$ cat src/rtl/mem_port_arbiter.sv
// Shared single-port memory arbiter between instruction fetch and the
// load/store stage. One access in flight at a time; data has priority,
// with a streak limit so fetch cannot be starved.
//
// state  | meaning
// -------+-----------------------------------------------------------
// IDLE   | no access in flight; arbitrate between pending requests
// ACCESS | memory driven from captured request for LAT cycles
// RESP   | one-cycle completion pulse to the winner, then back to IDLE
module mem_port_arbiter #(
  parameter int AW         = 32,
  parameter int DW         = 32,
  parameter int LAT        = 2,
  parameter int MAX_STREAK = 4
) (
  input  logic          clk,
  input  logic          reset,
  input  logic          if_req,
  input  logic [AW-1:0] if_addr,
  output logic [DW-1:0] if_rdata,
  output logic          if_valid,
  input  logic          d_req,
  input  logic          d_we,
  input  logic [AW-1:0] d_addr,
  input  logic [DW-1:0] d_wdata,
  output logic [DW-1:0] d_rdata,
  output logic          d_valid,
  output logic          mem_en,
  output logic          mem_we,
  output logic [AW-1:0] mem_addr,
  output logic [DW-1:0] mem_wdata,
  input  logic [DW-1:0] mem_rdata,
  output logic          busy
);

  localparam int CW = (LAT > 1) ? $clog2(LAT) : 1;
  localparam int SW = $clog2(MAX_STREAK + 1);
  localparam logic [CW-1:0] CNT_LOAD   = CW'(LAT - 1);
  localparam logic [SW-1:0] STREAK_MAX = SW'(MAX_STREAK);

  typedef enum logic [1:0] {
    IDLE   = 2'd0,
    ACCESS = 2'd1,
    RESP   = 2'd2
  } state_t;

  state_t          state_q, state_d;
  logic            win_q, win_d;        // 1 = data port, 0 = fetch port
  logic [AW-1:0]   addr_q, addr_d;
  logic            we_q, we_d;
  logic [DW-1:0]   wdata_q, wdata_d;
  logic [CW-1:0]   cnt_q, cnt_d;
  logic [SW-1:0]   streak_q, streak_d;
  logic [DW-1:0]   if_rdata_q, if_rdata_d;
  logic [DW-1:0]   d_rdata_q, d_rdata_d;
  logic            if_valid_q, if_valid_d;
  logic            d_valid_q, d_valid_d;
  logic            grant_data;

  // Next-state, grant capture and completion decision.
  always_comb begin
    state_d    = state_q;
    win_d      = win_q;
    addr_d     = addr_q;
    we_d       = we_q;
    wdata_d    = wdata_q;
    cnt_d      = cnt_q;
    streak_d   = streak_q;
    if_rdata_d = if_rdata_q;
    d_rdata_d  = d_rdata_q;
    if_valid_d = 1'b0;
    d_valid_d  = 1'b0;
    grant_data = 1'b0;

    unique case (state_q)
      IDLE: begin
        if (if_req || d_req) begin
          // Fetch only overrides a data request once the streak limit is hit.
          grant_data = d_req && !(if_req && (streak_q == STREAK_MAX));
          win_d      = grant_data;
          if (grant_data) begin
            addr_d  = d_addr;
            we_d    = d_we;
            wdata_d = d_wdata;
            if (!if_req) begin
              streak_d = '0;
            end else if (streak_q != STREAK_MAX) begin
              streak_d = streak_q + SW'(1);
            end
          end else begin
            addr_d   = if_addr;
            we_d     = 1'b0;
            wdata_d  = '0;
            streak_d = '0;
          end
          cnt_d   = CNT_LOAD;
          state_d = ACCESS;
        end
      end
      ACCESS: begin
        if (cnt_q == '0) begin
          if (!we_q) begin
            if (win_q) d_rdata_d  = mem_rdata;
            else       if_rdata_d = mem_rdata;
          end
          // Registered here so valid has no combinational path from req;
          // a requester that has already dropped req gets no pulse.
          if_valid_d = !win_q && if_req;
          d_valid_d  = win_q && d_req;
          state_d    = RESP;
        end else begin
          cnt_d = cnt_q - CW'(1);
        end
      end
      RESP: begin
        state_d = IDLE;
      end
      default: begin
        state_d = IDLE;
      end
    endcase
  end

  // State and datapath registers with synchronous reset.
  always_ff @(posedge clk) begin
    if (reset) begin
      state_q    <= IDLE;
      win_q      <= 1'b0;
      addr_q     <= '0;
      we_q       <= 1'b0;
      wdata_q    <= '0;
      cnt_q      <= '0;
      streak_q   <= '0;
      if_rdata_q <= '0;
      d_rdata_q  <= '0;
      if_valid_q <= 1'b0;
      d_valid_q  <= 1'b0;
    end else begin
      state_q    <= state_d;
      win_q      <= win_d;
      addr_q     <= addr_d;
      we_q       <= we_d;
      wdata_q    <= wdata_d;
      cnt_q      <= cnt_d;
      streak_q   <= streak_d;
      if_rdata_q <= if_rdata_d;
      d_rdata_q  <= d_rdata_d;
      if_valid_q <= if_valid_d;
      d_valid_q  <= d_valid_d;
    end
  end

  // Memory bus is only driven in ACCESS; quiet (all zero) otherwise.
  always_comb begin
    mem_en    = (state_q == ACCESS);
    mem_we    = mem_en && we_q;
    mem_addr  = mem_en ? addr_q  : '0;
    mem_wdata = mem_en ? wdata_q : '0;
    busy      = (state_q != IDLE);
    if_rdata  = if_rdata_q;
    d_rdata   = d_rdata_q;
    if_valid  = if_valid_q;
    d_valid   = d_valid_q;
  end

endmodule

$ cat config.mk
export PLATFORM = sky130hd
export DESIGN_NAME = mem_port_arbiter
export DESIGN_NICKNAME = d
export VERILOG_FILES = /design/src/rtl/mem_port_arbiter.sv
export SDC_FILE = /design/constraint.sdc
export NUM_CORES = 1
export LEC_CHECK = 0
export CAP_MARGIN = 15
export CORE_ASPECT_RATIO = 0.75
export CORE_MARGIN = 3
export CORE_UTILIZATION = 40
export DETAILED_ROUTE_END_ITERATION = 16
export MAX_ROUTING_LAYER = met4
export PLACE_DENSITY = 0.74
export RECOVER_POWER = 25
export SYNTH_ARGS = -nofsm -noshare
export SYNTH_HDL_FRONTEND = slang
export SYNTH_SLANG_ARGS = --single-unit
$ cat constraint.sdc
create_clock -name clk -period 2.22 [get_ports clk]
set_input_delay 0.333 -clock clk [delete_from_list [all_inputs] [get_ports clk]]
set_output_delay 0.333 -clock clk [all_outputs]
set_load 0.02 [all_outputs]
==> flow_metrics.env <==
export IMPL_status="finished clean"
export IMPL_synth_top_cell_by_area="dfxtp_1"
export IMPL_gr_total_overflow=0
export IMPL_worstMarginPinSlew_ns=1.17
export IMPL_grt_pass1_vias=5923
export IMPL_start_kind="flip-flop"
export IMPL_totalPowerFinal_mw=7.31
export IMPL_grt_max_degree=71
export IMPL_ys_top_cells_by_area="dfxtp_1, mux2i_1, nand2b_1"
export IMPL_wirelength_um=20100
export IMPL_drive_gt1_frac=0.129
export IMPL_vdd_drop_max_uv=441
export IMPL_die_width_um=156
export IMPL_cp_required_ns=1.89
export IMPL_rows=40
export IMPL_drv_slew=0
export IMPL_powerDensity_mw_per_mm2=731
export IMPL_postLayoutCoreUtil=0.613
export IMPL_htreeDepth=4
export IMPL_routedWlPerCell_um=17.3
export IMPL_crit_type="flip-flop to output pin"
export IMPL_ys_ff_latch=138
export IMPL_slew_headroom=0.219
export IMPL_cp_end_kind="output pin"
export IMPL_p_leak_nw=4.06
export IMPL_routed_via_density=5.23
export IMPL_clock_tree_buffer_depth=2
export IMPL_fin_tns_setup_ns=0
export IMPL_clock_latency_ns=0.41
export IMPL_period_minus_slack_ns=2.06
export IMPL_gp_congestion=0.754
export IMPL_rsz0062_at_grt="false"
export IMPL_cp_data_arrival_time_ns=1.73
export IMPL_cts_tree="done"
export IMPL_dp_hpwl_um=13500
export IMPL_diodes=0
export IMPL_antenna_found_initial=0
export IMPL_synth_edf_count=0
export IMPL_path_clk_slew_ns=0.06
export IMPL_coreArea_mm2=0.0163
export IMPL_area_growth_pct=47.7
export IMPL_skew_ns=0.00630
export IMPL_dieHeight_um=119
export IMPL_yosys_area_top_type_share=0.408
export IMPL_final_antenna_net_count=0
export IMPL_fin_nets=1070
export IMPL_clockRootBuffer="clkbuf_16"
export IMPL_cts_inserted_buffers=17
export IMPL_dr_total_vias=6051
export IMPL_dieArea_mm2=0.0186
export IMPL_grtUsageTotal=0.218
export IMPL_fin_crit_sh=0.928
export IMPL_synth_cell_types=36
export IMPL_grt_pass1_wl_um=31700
export IMPL_ys_top_cells_by_count="dfxtp_1, nand2b_1, a21oi_1"
export IMPL_ys_seq_area_frac=0.408
export IMPL_hold_violations=0
export IMPL_io_pins=266
export IMPL_post_cts_setup_buffers=0
export IMPL_drc=0
export IMPL_drt_first_pass_iters=4
export IMPL_synthCells=704
export IMPL_ys_warnings_count=0
export IMPL_yosysMostFrequentCell="dfxtp_1"
export IMPL_syn_nets=839
export IMPL_hold_buffers=0
export IMPL_finalInstanceArea_mm2=0.0100
export IMPL_place_port_buffers=265
export IMPL_async_reset_ff_frac=0
export IMPL_synthFlopType="dfxtp_1"
export IMPL_setup_viol=0
export IMPL_hold_path_class="input pin to flip-flop"
export IMPL_path_max_fanout=32
export IMPL_dpl_cell_area_mm2=0.00948
export IMPL_first_iter_violations=323
export IMPL_synth_area_mm2=0.00678
export IMPL_cts_sinks=138
export IMPL_fmax_ghz=0.485
export IMPL_cap_viol_max_count=0
export IMPL_syn_area_per_cell_um2=9.63
export IMPL_start_util=0.415
## power breakdown
part	switching [mW]	internal, mW
Clock	1.14	2.04
Sequential	0.0905	2.65
Combinational	0.719	0.673
Total	1.95	5.36
## worst paths after layout
path	slack [ns]	end	depth (start not counted)	start
hold reg to reg	0.47	wdata_q[4]	2	wdata_q[4]
setup reg to reg	0.19	if_rdata[18]	4	state_q[0]
hold / removal	0.31	wdata_q[0]	3	d_req
setup / recovery	0.16	mem_wdata[28]	5	state_q[0]
## critical path, cell delays in order (launching register included)
cell	delay [ns]
dfxtp_1	0.42
nand2b_4	0.09
inv_2	0.10
buf_12	0.18
and2_1	0.17
dlygate4sd2_1	0.35
## final cells by class
class / instances / area [um^2]
clock inverter: 13 / 214
fill: 1413 / 6310
multi-input combinational: 487 / 3500
inverter: 5 / 18.8
timing repair buffer: 286 / 2810
tap: 210 / 263
clock buffer: 19 / 443
sequential: 138 / 2760
## registers in the layout, summed over array words and instances, names as in the netlist
signal	cells
if_rdata	32
we_q	1
addr_q	32
d_rdata	32
wdata_q	32
cnt_q	1
d_valid	1
if_valid	1
state_q	2
streak_q	3
win_q	1
## logic make-up (layout without fill, tap and decap cells)
kind of cell,after synthesis,after routing,share of synthesized area
simple gates,249,249,0.231
buf+inv,79,323,0.0742
fa+ha+maj,2,2,0.00369
mux,64,64,0.0945
flops,138,138,0.408
compound gates,172,172,0.189
## layer usage
layer	part of all wire	track usage
met2	0.46	0.332
met5	0	-
met1	0.46	0.286
met4	0.0097	0.0465
met3	0.068	0.0681
## placed cells by master, fill, tap and decap left out, types with 4 or more instances in the layout
cell             netlist  layout
and2_1                66      66
bufinv_16              0       5
clkbuf_16              0      17
mux2i_1               64      64
buf_4                 10      13
nand2b_1              96      96
o21ai_0                6       6
nand4_1               35      35
nand2_1                4       4
dlygate4sd2_1          0      65
dfxtp_1              138     138
buf_12                 3       7
a311oi_2              30      30
nand3_1               33      34
o21ai_1               33      33
a21oi_1               71      71
o21ai_2               29      29
clkdlybuf4s50_1        0     197
## per-stage QoR
stage	instances	hold slack, ns	setup WS, ns
after floorplan	704	0.445	0.725
after global placement	1126	0.456	0.252
after detailed placement	1126	0.463	0.194
after CTS	1158	0.294	0.00947
after global routing	1158	0.319	0.0340
final	1158	0.313	0.160
## timing repair
item,in CTS,in global routing
gates resized for setup,65,1
pin swaps,0,0
setup endpoints to repair,65,1
Note: power is estimated with default switching activity, not from simulation.
